===== config.mk =====
export PLATFORM = sky130hd
export DESIGN_NAME = aurora_rx_lane_flat
export DESIGN_NICKNAME = d
export VERILOG_FILES = /design/src/rtl/aurora_rx_lane_if.sv /design/src/rtl/aurora_rx_lane.sv /design/src/flat_wrapper.sv
export SDC_FILE = /design/constraint.sdc
export NUM_CORES = 1
export LEC_CHECK = 0
export ABC_AREA = 1
export ABC_CLOCK_PERIOD_IN_PS = 6800
export BUFFER_PORTS_ARGS = -buffer_cell sky130_fd_sc_hd__buf_2
export CELL_PAD_IN_SITES_DETAIL_PLACEMENT = 1
export CELL_PAD_IN_SITES_GLOBAL_PLACEMENT = 1
export CORE_ASPECT_RATIO = 0.8
export CORE_UTILIZATION = 40
export DETAILED_ROUTE_END_ITERATION = 10
export GPL_TIMING_DRIVEN = 0
export PLACE_DENSITY = 0.82
export SLEW_MARGIN = 15
export SYNTH_ARGS = -nofsm -noshare
export SYNTH_HDL_FRONTEND = slang
export SYNTH_SLANG_ARGS = --single-unit
export TNS_END_PERCENT = 5

===== constraint.sdc =====
create_clock -name clk -period 6.8 [get_ports clk]
set_input_delay 0.34 -clock clk [delete_from_list [all_inputs] [get_ports clk]]
set_output_delay 0.34 -clock clk [all_outputs]
set_load 0.02 [all_outputs]

===== src/rtl/aurora_rx_lane_if.sv =====
// Receive-lane bus: encoded blocks in from the gearbox, slip request back,
// decoded AXI-stream words and status out. dbg_state mirrors the lock FSM.
interface aurora_rx_lane_if #(
    parameter int AXI_DATA_SIZE     = 64,
    parameter int ENCODED_DATA_SIZE = 66
);
    // Handshake: encoded_valid and axi_valid are qualifiers only. There is no
    // ready in either direction; a block or word is consumed/presented in the
    // cycle its valid is high, and the receiver must always accept it.
    logic                         encoded_valid;
    logic [ENCODED_DATA_SIZE-1:0] encoded_data;
    logic                         slip;
    logic                         rx_aligned;
    logic                         axi_valid;
    logic                         axi_last;
    logic [AXI_DATA_SIZE/8-1:0]   axi_keep;
    logic [AXI_DATA_SIZE-1:0]     axi_data;
    logic                         frame_err;
    logic                         dbg_state;

    modport master (
        input  encoded_valid, encoded_data,
        output slip, rx_aligned, axi_valid, axi_last, axi_keep, axi_data,
        output frame_err, dbg_state
    );

    modport slave (
        output encoded_valid, encoded_data,
        input  slip, rx_aligned, axi_valid, axi_last, axi_keep, axi_data,
        input  frame_err, dbg_state
    );
endinterface


===== src/rtl/aurora_rx_lane.sv =====
// 64B/66B receive lane: block lock with slip requests, x^58+x^39+1
// self-sync descrambler, control-block decode into AXI-stream words.
module aurora_rx_lane #(
    parameter int AXI_DATA_SIZE     = 64,
    parameter int ENCODED_DATA_SIZE = 66,
    parameter int LOCK_COUNT        = 64,
    parameter int BAD_LIMIT         = 16
) (
    input  logic              clk,
    input  logic              rst,
    aurora_rx_lane_if.master  bus
);
    localparam int PAY_W  = AXI_DATA_SIZE;
    localparam int KEEP_W = AXI_DATA_SIZE / 8;
    localparam int SCR_W  = 58;
    localparam int WIN_W  = 6;
    localparam int GOOD_W = $clog2(LOCK_COUNT);
    localparam int BAD_W  = $clog2(BAD_LIMIT);

    localparam logic [GOOD_W-1:0] GOOD_LAST = GOOD_W'(LOCK_COUNT - 1);
    localparam logic [BAD_W-1:0]  BAD_LAST  = BAD_W'(BAD_LIMIT - 1);
    localparam logic [WIN_W-1:0]  WIN_LAST  = '1;

    localparam logic [7:0] T_IDLE = 8'h78;
    localparam logic [7:0] T_SEP  = 8'h1E;
    localparam logic [7:0] T_SEP7 = 8'hE1;

    typedef enum logic {HUNT = 1'b0, LOCKED = 1'b1} state_e;

    state_e              state_q, state_d;
    logic [GOOD_W-1:0]   good_q, good_d;
    logic [1:0]          skip_q, skip_d;
    logic [WIN_W-1:0]    win_q, win_d;
    logic [BAD_W-1:0]    bad_q, bad_d;
    logic                slip_q, slip_d;
    logic                drop;

    logic [SCR_W-1:0]    scr_q, scr_d;
    logic [PAY_W-1:0]    desc;
    logic [PAY_W+SCR_W-1:0] ext;

    logic                held_valid_q, held_valid_d;
    logic                held_last_q, held_last_d;
    logic [KEEP_W-1:0]   held_keep_q, held_keep_d;
    logic [PAY_W-1:0]    held_data_q, held_data_d;

    logic                axi_valid_q, axi_valid_d;
    logic                axi_last_q, axi_last_d;
    logic [KEEP_W-1:0]   axi_keep_q, axi_keep_d;
    logic [PAY_W-1:0]    axi_data_q, axi_data_d;
    logic                frame_err_q, frame_err_d;

    logic [1:0]          hdr;
    logic [PAY_W-1:0]    payload;
    logic                hdr_ok;
    logic                is_data;
    logic [7:0]          ctrl_type;
    logic [7:0]          ctrl_n;

    assign hdr       = bus.encoded_data[ENCODED_DATA_SIZE-1 -: 2];
    assign payload   = bus.encoded_data[PAY_W-1:0];
    assign hdr_ok    = (hdr == 2'b01) || (hdr == 2'b10);
    assign is_data   = (hdr == 2'b01);
    assign ctrl_type = desc[7:0];
    assign ctrl_n    = desc[15:8];

    // State register: every flop of the lane, cleared asynchronously.
    always_ff @(posedge clk or posedge rst) begin
        if (rst) begin
            state_q      <= HUNT;
            good_q       <= '0;
            skip_q       <= '0;
            win_q        <= '0;
            bad_q        <= '0;
            slip_q       <= 1'b0;
            scr_q        <= '0;
            held_valid_q <= 1'b0;
            held_last_q  <= 1'b0;
            held_keep_q  <= '0;
            held_data_q  <= '0;
            axi_valid_q  <= 1'b0;
            axi_last_q   <= 1'b0;
            axi_keep_q   <= '0;
            axi_data_q   <= '0;
            frame_err_q  <= 1'b0;
        end else begin
            state_q      <= state_d;
            good_q       <= good_d;
            skip_q       <= skip_d;
            win_q        <= win_d;
            bad_q        <= bad_d;
            slip_q       <= slip_d;
            scr_q        <= scr_d;
            held_valid_q <= held_valid_d;
            held_last_q  <= held_last_d;
            held_keep_q  <= held_keep_d;
            held_data_q  <= held_data_d;
            axi_valid_q  <= axi_valid_d;
            axi_last_q   <= axi_last_d;
            axi_keep_q   <= axi_keep_d;
            axi_data_q   <= axi_data_d;
            frame_err_q  <= frame_err_d;
        end
    end

    // Lock FSM next state: header hunt with slip, then windowed bad-header count.
    always_comb begin
        state_d = state_q;
        good_d  = good_q;
        skip_d  = skip_q;
        win_d   = win_q;
        bad_d   = bad_q;
        slip_d  = 1'b0;
        drop    = 1'b0;
        if (bus.encoded_valid) begin
            case (state_q)
                HUNT: begin
                    if (skip_q != 2'd0) begin
                        // Blocks still in flight from the old alignment are ignored.
                        skip_d = skip_q - 2'd1;
                    end else if (hdr_ok) begin
                        if (good_q == GOOD_LAST) begin
                            state_d = LOCKED;
                            good_d  = '0;
                            win_d   = '0;
                            bad_d   = '0;
                        end else begin
                            good_d = good_q + 1'b1;
                        end
                    end else begin
                        good_d = '0;
                        slip_d = 1'b1;
                        skip_d = 2'd2;
                    end
                end
                LOCKED: begin
                    if (win_q == WIN_LAST) begin
                        // Wrap block opens the new window; its own header counts there.
                        win_d = '0;
                        bad_d = hdr_ok ? '0 : BAD_W'(1);
                    end else begin
                        win_d = win_q + 1'b1;
                        if (!hdr_ok) begin
                            if (bad_q == BAD_LAST) begin
                                state_d = HUNT;
                                good_d  = '0;
                                skip_d  = '0;
                                win_d   = '0;
                                bad_d   = '0;
                                drop    = 1'b1;
                            end else begin
                                bad_d = bad_q + 1'b1;
                            end
                        end
                    end
                end
                default: state_d = HUNT;
            endcase
        end
    end

    // Self-synchronising descrambler; ext[58+i] is payload bit i, ext[57] the newest old bit.
    always_comb begin
        ext = {payload, scr_q};
        for (int i = 0; i < PAY_W; i++) begin
            desc[i] = ext[i + SCR_W] ^ ext[i + SCR_W - 39] ^ ext[i];
        end
        scr_d = bus.encoded_valid ? payload[PAY_W-1 -: SCR_W] : scr_q;
    end

    // Decode: flush a finished tail first, then let the current block use the slot.
    always_comb begin
        held_valid_d = held_valid_q;
        held_last_d  = held_last_q;
        held_keep_d  = held_keep_q;
        held_data_d  = held_data_q;
        axi_valid_d  = 1'b0;
        axi_last_d   = 1'b0;
        axi_keep_d   = '0;
        axi_data_d   = '0;
        frame_err_d  = 1'b0;
        if (held_valid_q && held_last_q) begin
            axi_valid_d  = 1'b1;
            axi_last_d   = 1'b1;
            axi_keep_d   = held_keep_q;
            axi_data_d   = held_data_q;
            held_valid_d = 1'b0;
            held_last_d  = 1'b0;
        end
        if (drop) begin
            if (held_valid_d) frame_err_d = 1'b1;
            held_valid_d = 1'b0;
            held_last_d  = 1'b0;
        end else if (bus.encoded_valid && state_q == LOCKED && hdr_ok) begin
            if (is_data) begin
                if (held_valid_d) begin
                    axi_valid_d = 1'b1;
                    axi_keep_d  = held_keep_q;
                    axi_data_d  = held_data_q;
                end
                held_valid_d = 1'b1;
                held_last_d  = 1'b0;
                held_keep_d  = '1;
                held_data_d  = desc;
            end else begin
                case (ctrl_type)
                    T_IDLE: ;
                    T_SEP: begin
                        if (ctrl_n == 8'd0) begin
                            // Terminator with no tail bytes closes the held word.
                            if (held_valid_d) begin
                                axi_valid_d  = 1'b1;
                                axi_last_d   = 1'b1;
                                axi_keep_d   = '1;
                                axi_data_d   = held_data_q;
                                held_valid_d = 1'b0;
                            end
                        end else if (ctrl_n <= 8'd6) begin
                            if (held_valid_d) begin
                                axi_valid_d = 1'b1;
                                axi_keep_d  = held_keep_q;
                                axi_data_d  = held_data_q;
                            end
                            held_valid_d = 1'b1;
                            held_last_d  = 1'b1;
                            held_keep_d  = ~(8'hFF << ctrl_n[2:0]);
                            held_data_d  = desc >> 16;
                        end else begin
                            held_valid_d = 1'b0;
                            held_last_d  = 1'b0;
                            frame_err_d  = 1'b1;
                        end
                    end
                    T_SEP7: begin
                        if (held_valid_d) begin
                            axi_valid_d = 1'b1;
                            axi_keep_d  = held_keep_q;
                            axi_data_d  = held_data_q;
                        end
                        held_valid_d = 1'b1;
                        held_last_d  = 1'b1;
                        held_keep_d  = 8'h7F;
                        held_data_d  = desc >> 8;
                    end
                    default: begin
                        held_valid_d = 1'b0;
                        held_last_d  = 1'b0;
                        frame_err_d  = 1'b1;
                    end
                endcase
            end
        end
    end

    // Outputs: straight from registers, rx_aligned follows the registered state.
    always_comb begin
        bus.slip       = slip_q;
        bus.rx_aligned = (state_q == LOCKED);
        bus.axi_valid  = axi_valid_q;
        bus.axi_last   = axi_last_q;
        bus.axi_keep   = axi_keep_q;
        bus.axi_data   = axi_data_q;
        bus.frame_err  = frame_err_q;
        bus.dbg_state  = state_q;
    end
endmodule


===== src/flat_wrapper.sv =====
// flat-port wrapper written by rule: the top's interface ports become plain ports
module aurora_rx_lane_flat 
#(
    parameter int AXI_DATA_SIZE     = 64,
    parameter int ENCODED_DATA_SIZE = 66,
    parameter int LOCK_COUNT        = 64,
    parameter int BAD_LIMIT         = 16
)
  (clk, rst, bus_encoded_valid, bus_encoded_data, bus_slip, bus_rx_aligned, bus_axi_valid, bus_axi_last, bus_axi_keep, bus_axi_data, bus_frame_err, bus_dbg_state);
  aurora_rx_lane_if #(.AXI_DATA_SIZE(AXI_DATA_SIZE), .ENCODED_DATA_SIZE(ENCODED_DATA_SIZE)) bus_i ();
  input  logic clk;
  input  logic rst;
  input wire logic [$bits(bus_i.encoded_valid)-1:0] bus_encoded_valid;
  input wire logic [$bits(bus_i.encoded_data)-1:0] bus_encoded_data;
  output wire logic [$bits(bus_i.slip)-1:0] bus_slip;
  output wire logic [$bits(bus_i.rx_aligned)-1:0] bus_rx_aligned;
  output wire logic [$bits(bus_i.axi_valid)-1:0] bus_axi_valid;
  output wire logic [$bits(bus_i.axi_last)-1:0] bus_axi_last;
  output wire logic [$bits(bus_i.axi_keep)-1:0] bus_axi_keep;
  output wire logic [$bits(bus_i.axi_data)-1:0] bus_axi_data;
  output wire logic [$bits(bus_i.frame_err)-1:0] bus_frame_err;
  output wire logic [$bits(bus_i.dbg_state)-1:0] bus_dbg_state;
  assign bus_i.encoded_valid = bus_encoded_valid;
  assign bus_i.encoded_data = bus_encoded_data;
  assign bus_slip = bus_i.slip;
  assign bus_rx_aligned = bus_i.rx_aligned;
  assign bus_axi_valid = bus_i.axi_valid;
  assign bus_axi_last = bus_i.axi_last;
  assign bus_axi_keep = bus_i.axi_keep;
  assign bus_axi_data = bus_i.axi_data;
  assign bus_frame_err = bus_i.frame_err;
  assign bus_dbg_state = bus_i.dbg_state;
  aurora_rx_lane #(.AXI_DATA_SIZE(AXI_DATA_SIZE), .ENCODED_DATA_SIZE(ENCODED_DATA_SIZE), .LOCK_COUNT(LOCK_COUNT), .BAD_LIMIT(BAD_LIMIT)) u_core (.clk(clk), .rst(rst), .bus(bus_i));
endmodule

==> impl_results.md <==
* Critical path fanouts, max at 10
* Final setup violation count at 0
* Skew final at around 0.011 ns
* Synth Net Count at ~1.6k
* Largest net degree at the start of global routing at approximately 110
* Avg WL per Cell at roughly 19 um
* TNS Setup at 0 ns
* Worst-Skew Late Latency at 0.53 ns
* Vias at about 11k
* CP delay by family, top: buffers and inverters
* Most common cell after layout, fill and taps aside: nand2_1
* Vias in the first global route at 11.5k
* Gr ovfl total at 0
* Worst EP required at roughly 7.3 ns
* Area delta synth->final at 17.6%
* Die Wd at ~200 um
* Reg2reg end: u_core.held_data_q[6]
* CP endpoint kind: flop
* All-layer global routing usage at 27.0%
* Post-route setup slack at roughly 4.2 ns
* Hold depth at 3
* Total CTS buffers at 25
* Remaining antenna violation count after routing at 0
* Die Height at ~160 um
* Mapped cell area at approximately 12000 sq um
* Root Driver: clkbuf_16
* Slew Limit Fails at 0
* Max VDD drop at 151 uV
* Antenna violations before repair at 0
* CP bufs+invs at 3
* Placed instance area at approximately 14000 sq um
* Design Power at between 0.004 and 0.005 W
* ANT cells at 0
* Detailed Route WL at a little over 40000 um
* R2r setup slk at 4.23 ns
* Top_reg_cell synth: dfrtp_1
* Die Footprint at between 30000 and 40000 sq um
* Pleak at around 7.6 nW
* Run status: completed
* Post-Syn Instances at ~1.5k
* CP Cell Sequence: buf_2 -> nand2_1 -> nor2_2 -> clkbuf_1 -> clkbuf_1 -> nand3_1 -> nand2_1
* CTS H-Tree Depth at 1
* Met2 usage at roughly 45%
* Syn avg cell area at between 7 and 8 sq um
* Crit path time final at between 2 and 3 ns
* Via density at roughly 5.2
* YS warnings at 0
* Fmax at between 300 and 400 MHz
* Post-route cell area at 14400 sq um
* #FFs+latches synth at ~230
* Longest Clk Path Bufs at 3
* Worst hold-check path type: in2reg
* Min-delay src: bus_encoded_data[58]
* Asr flop ratio synth at between 90% and 100%
* Worst slew margin at 44.9%
* Pre-Repair DR Iteration Count at 5
* Net count, final at roughly 1.8k
* Placement Setup Slack at ~3.9 ns
* Met3 Track Usage GR at under 10%
* Share of layout cells above drive strength 1 at between 10% and 20%
* CTS tree: yes
* Routability cong. at approximately 0.98
* Clk slew on worst S/H paths at ~0.06 ns
* DR iter-0 viols at slightly below 600
* RSZ-0062 raised after global routing: false
* Met1 Use GR at 36.4%
* Worst R2R Path Depth at 7
* Most frequent cells in the layout: nand2_1, dfrtp_1, nand3_1
* Grt peak-use layer: met2
* Post-synth EDFFs at 0
* Port buffer count at approximately 150
* Post-synthesis sequential area ratio at a little under half
* First-pass GRT wire length at 64400 um
* Core area at around 30000 sq um
* Dpl hpwl at between 30000 and 40000 um
* Setup Buffers After CTS at 0
* Arr. time, crit path at between 3 and 4 ns
* Final period util at between 30 and 40%
* Cell Rows at between 50 and 60
* Crit Path Category: reg2reg
* Boundary Pins at 147
* Final hold violation count at 0
* # clock sinks at roughly 230
* Reg-to-Reg Start: u_core.bus.dbg_state
* Worst path max stage delay at between 0.6 and 0.7 ns
* Yosys cell types at 36
* Total of max-cap violations at 0
* Hold EP: u_core.scr_q[52]
* Crit-path slowest cell: clkbuf_1
* Worst setup SP type: flop
* PwrDens at around 330 nW/um^2
* DRC at 0
* Slew @ Worst Pin at roughly 0.83 ns
* Initial Util at roughly 41%
[per-layer routing]
| metal | routed length, um | share of wire, % |
|---|---|---|
| met5 | 0 | 0 |
| met2 | 19200 | 47 |
| met4 | 1390 | 3.4 |
| met3 | 2460 | 6.0 |
| met1 | 18200 | 44 |
[metrics by stage]
step	cells	hold WS, ns	utilization, %
2_1_floorplan	1536	0.442	-
3_3_place_gp	2088	0.460	45.4
3_5_place_dp	2090	0.376	45.6
4_1_cts	2135	0.0197	48.5
5_1_grt	2135	0.0412	48.5
6_report	2135	0.0358	48.5
[where the power goes]
part           internal (W)  total, W  switching (W)  leakage (nW)
registers           0.00168   0.00189       0.000213          2.93
logic              0.000459   0.00144       0.000978          4.21
clock network      0.000858   0.00142       0.000560         0.416
[state kept, by name (all words and copies together) (netlist names), 2 cells and up]
signal,count
u_core.held_data_q,64
u_core.held_keep_q,8
u_core.scr_q,58
u_core.bus.axi_keep,8
u_core.good_q,6
u_core.win_q,6
u_core.bus.axi_data,64
u_core.bad_q,4
u_core.skip_q,2
[worst max path at each step]
stage | cells past startpoint | slack [ns] | to | start
after floorplan | 1 | 0.24 | u_core.bad_q[0] | rst
after global placement | 2 | -2.28 | u_core.bus.axi_data[7] | rst
after detailed placement | 9 | 3.91 | u_core.held_data_q[6] | bus_encoded_data[64]
after CTS | 7 | 4.24 | u_core.held_data_q[4] | u_core.bus.dbg_state
after global routing | 7 | 4.12 | u_core.held_keep_q[6] | u_core.bus.dbg_state
final | 7 | 4.23 | u_core.held_data_q[6] | u_core.bus.dbg_state
[cell usage after synthesis (6+ instances only)]
library cell / n / area (sq um)
a21oi_1: 23 / 115
nand2_1: 489 / 1840
xor2_1: 50 / 438
a21oi_2: 59 / 517
buf_4: 6 / 45.0
nor2_1: 32 / 120
buf_2: 19 / 95.1
buf_6: 10 / 113
buf_1: 7 / 26.3
dfrtp_1: 227 / 5680
nand3b_1: 7 / 52.6
nand3_1: 207 / 1040
ha_1: 6 / 75.1
inv_1: 151 / 567
clkbuf_1: 33 / 124
nand2_2: 7 / 43.8
inv_2: 11 / 41.3
nor3_1: 7 / 35.0
xnor2_1: 48 / 420
o21ai_0: 101 / 505
[layout make-up]
cell class / count / area [sq um]
fillers: 3728 / 15300
plain buffers: 80 / 503
well taps: 406 / 508
flip-flops and latches: 227 / 5680
clock buffers: 33 / 686
repair buffers: 149 / 796
multi-input cells: 1066 / 5460
inverters: 163 / 621
clock inverters: 11 / 161
[worst min-delay path: stages]
cell and delay (ns):
buf_2 0.10, nand2_1 0.05, nand2_1 0.05
[logic make-up after synthesis]
kind of cell	Yosys count	share of synthesized area, %
AO/OA/AOI/OAI	190	9.80
XOR/XNOR	98	7.00
adder cells (fa/ha/maj)	6	0.613
buffers and inverters	243	9.11
flip-flops	227	46.4
AND/OR/NAND/NOR	772	27.1
[what timing repair did]
action                    CTS  global route
hold buffers                1             0
hold endpoints to repair   47             0
gates resized for setup     0             0
Power figures use the tool's default switching activity.
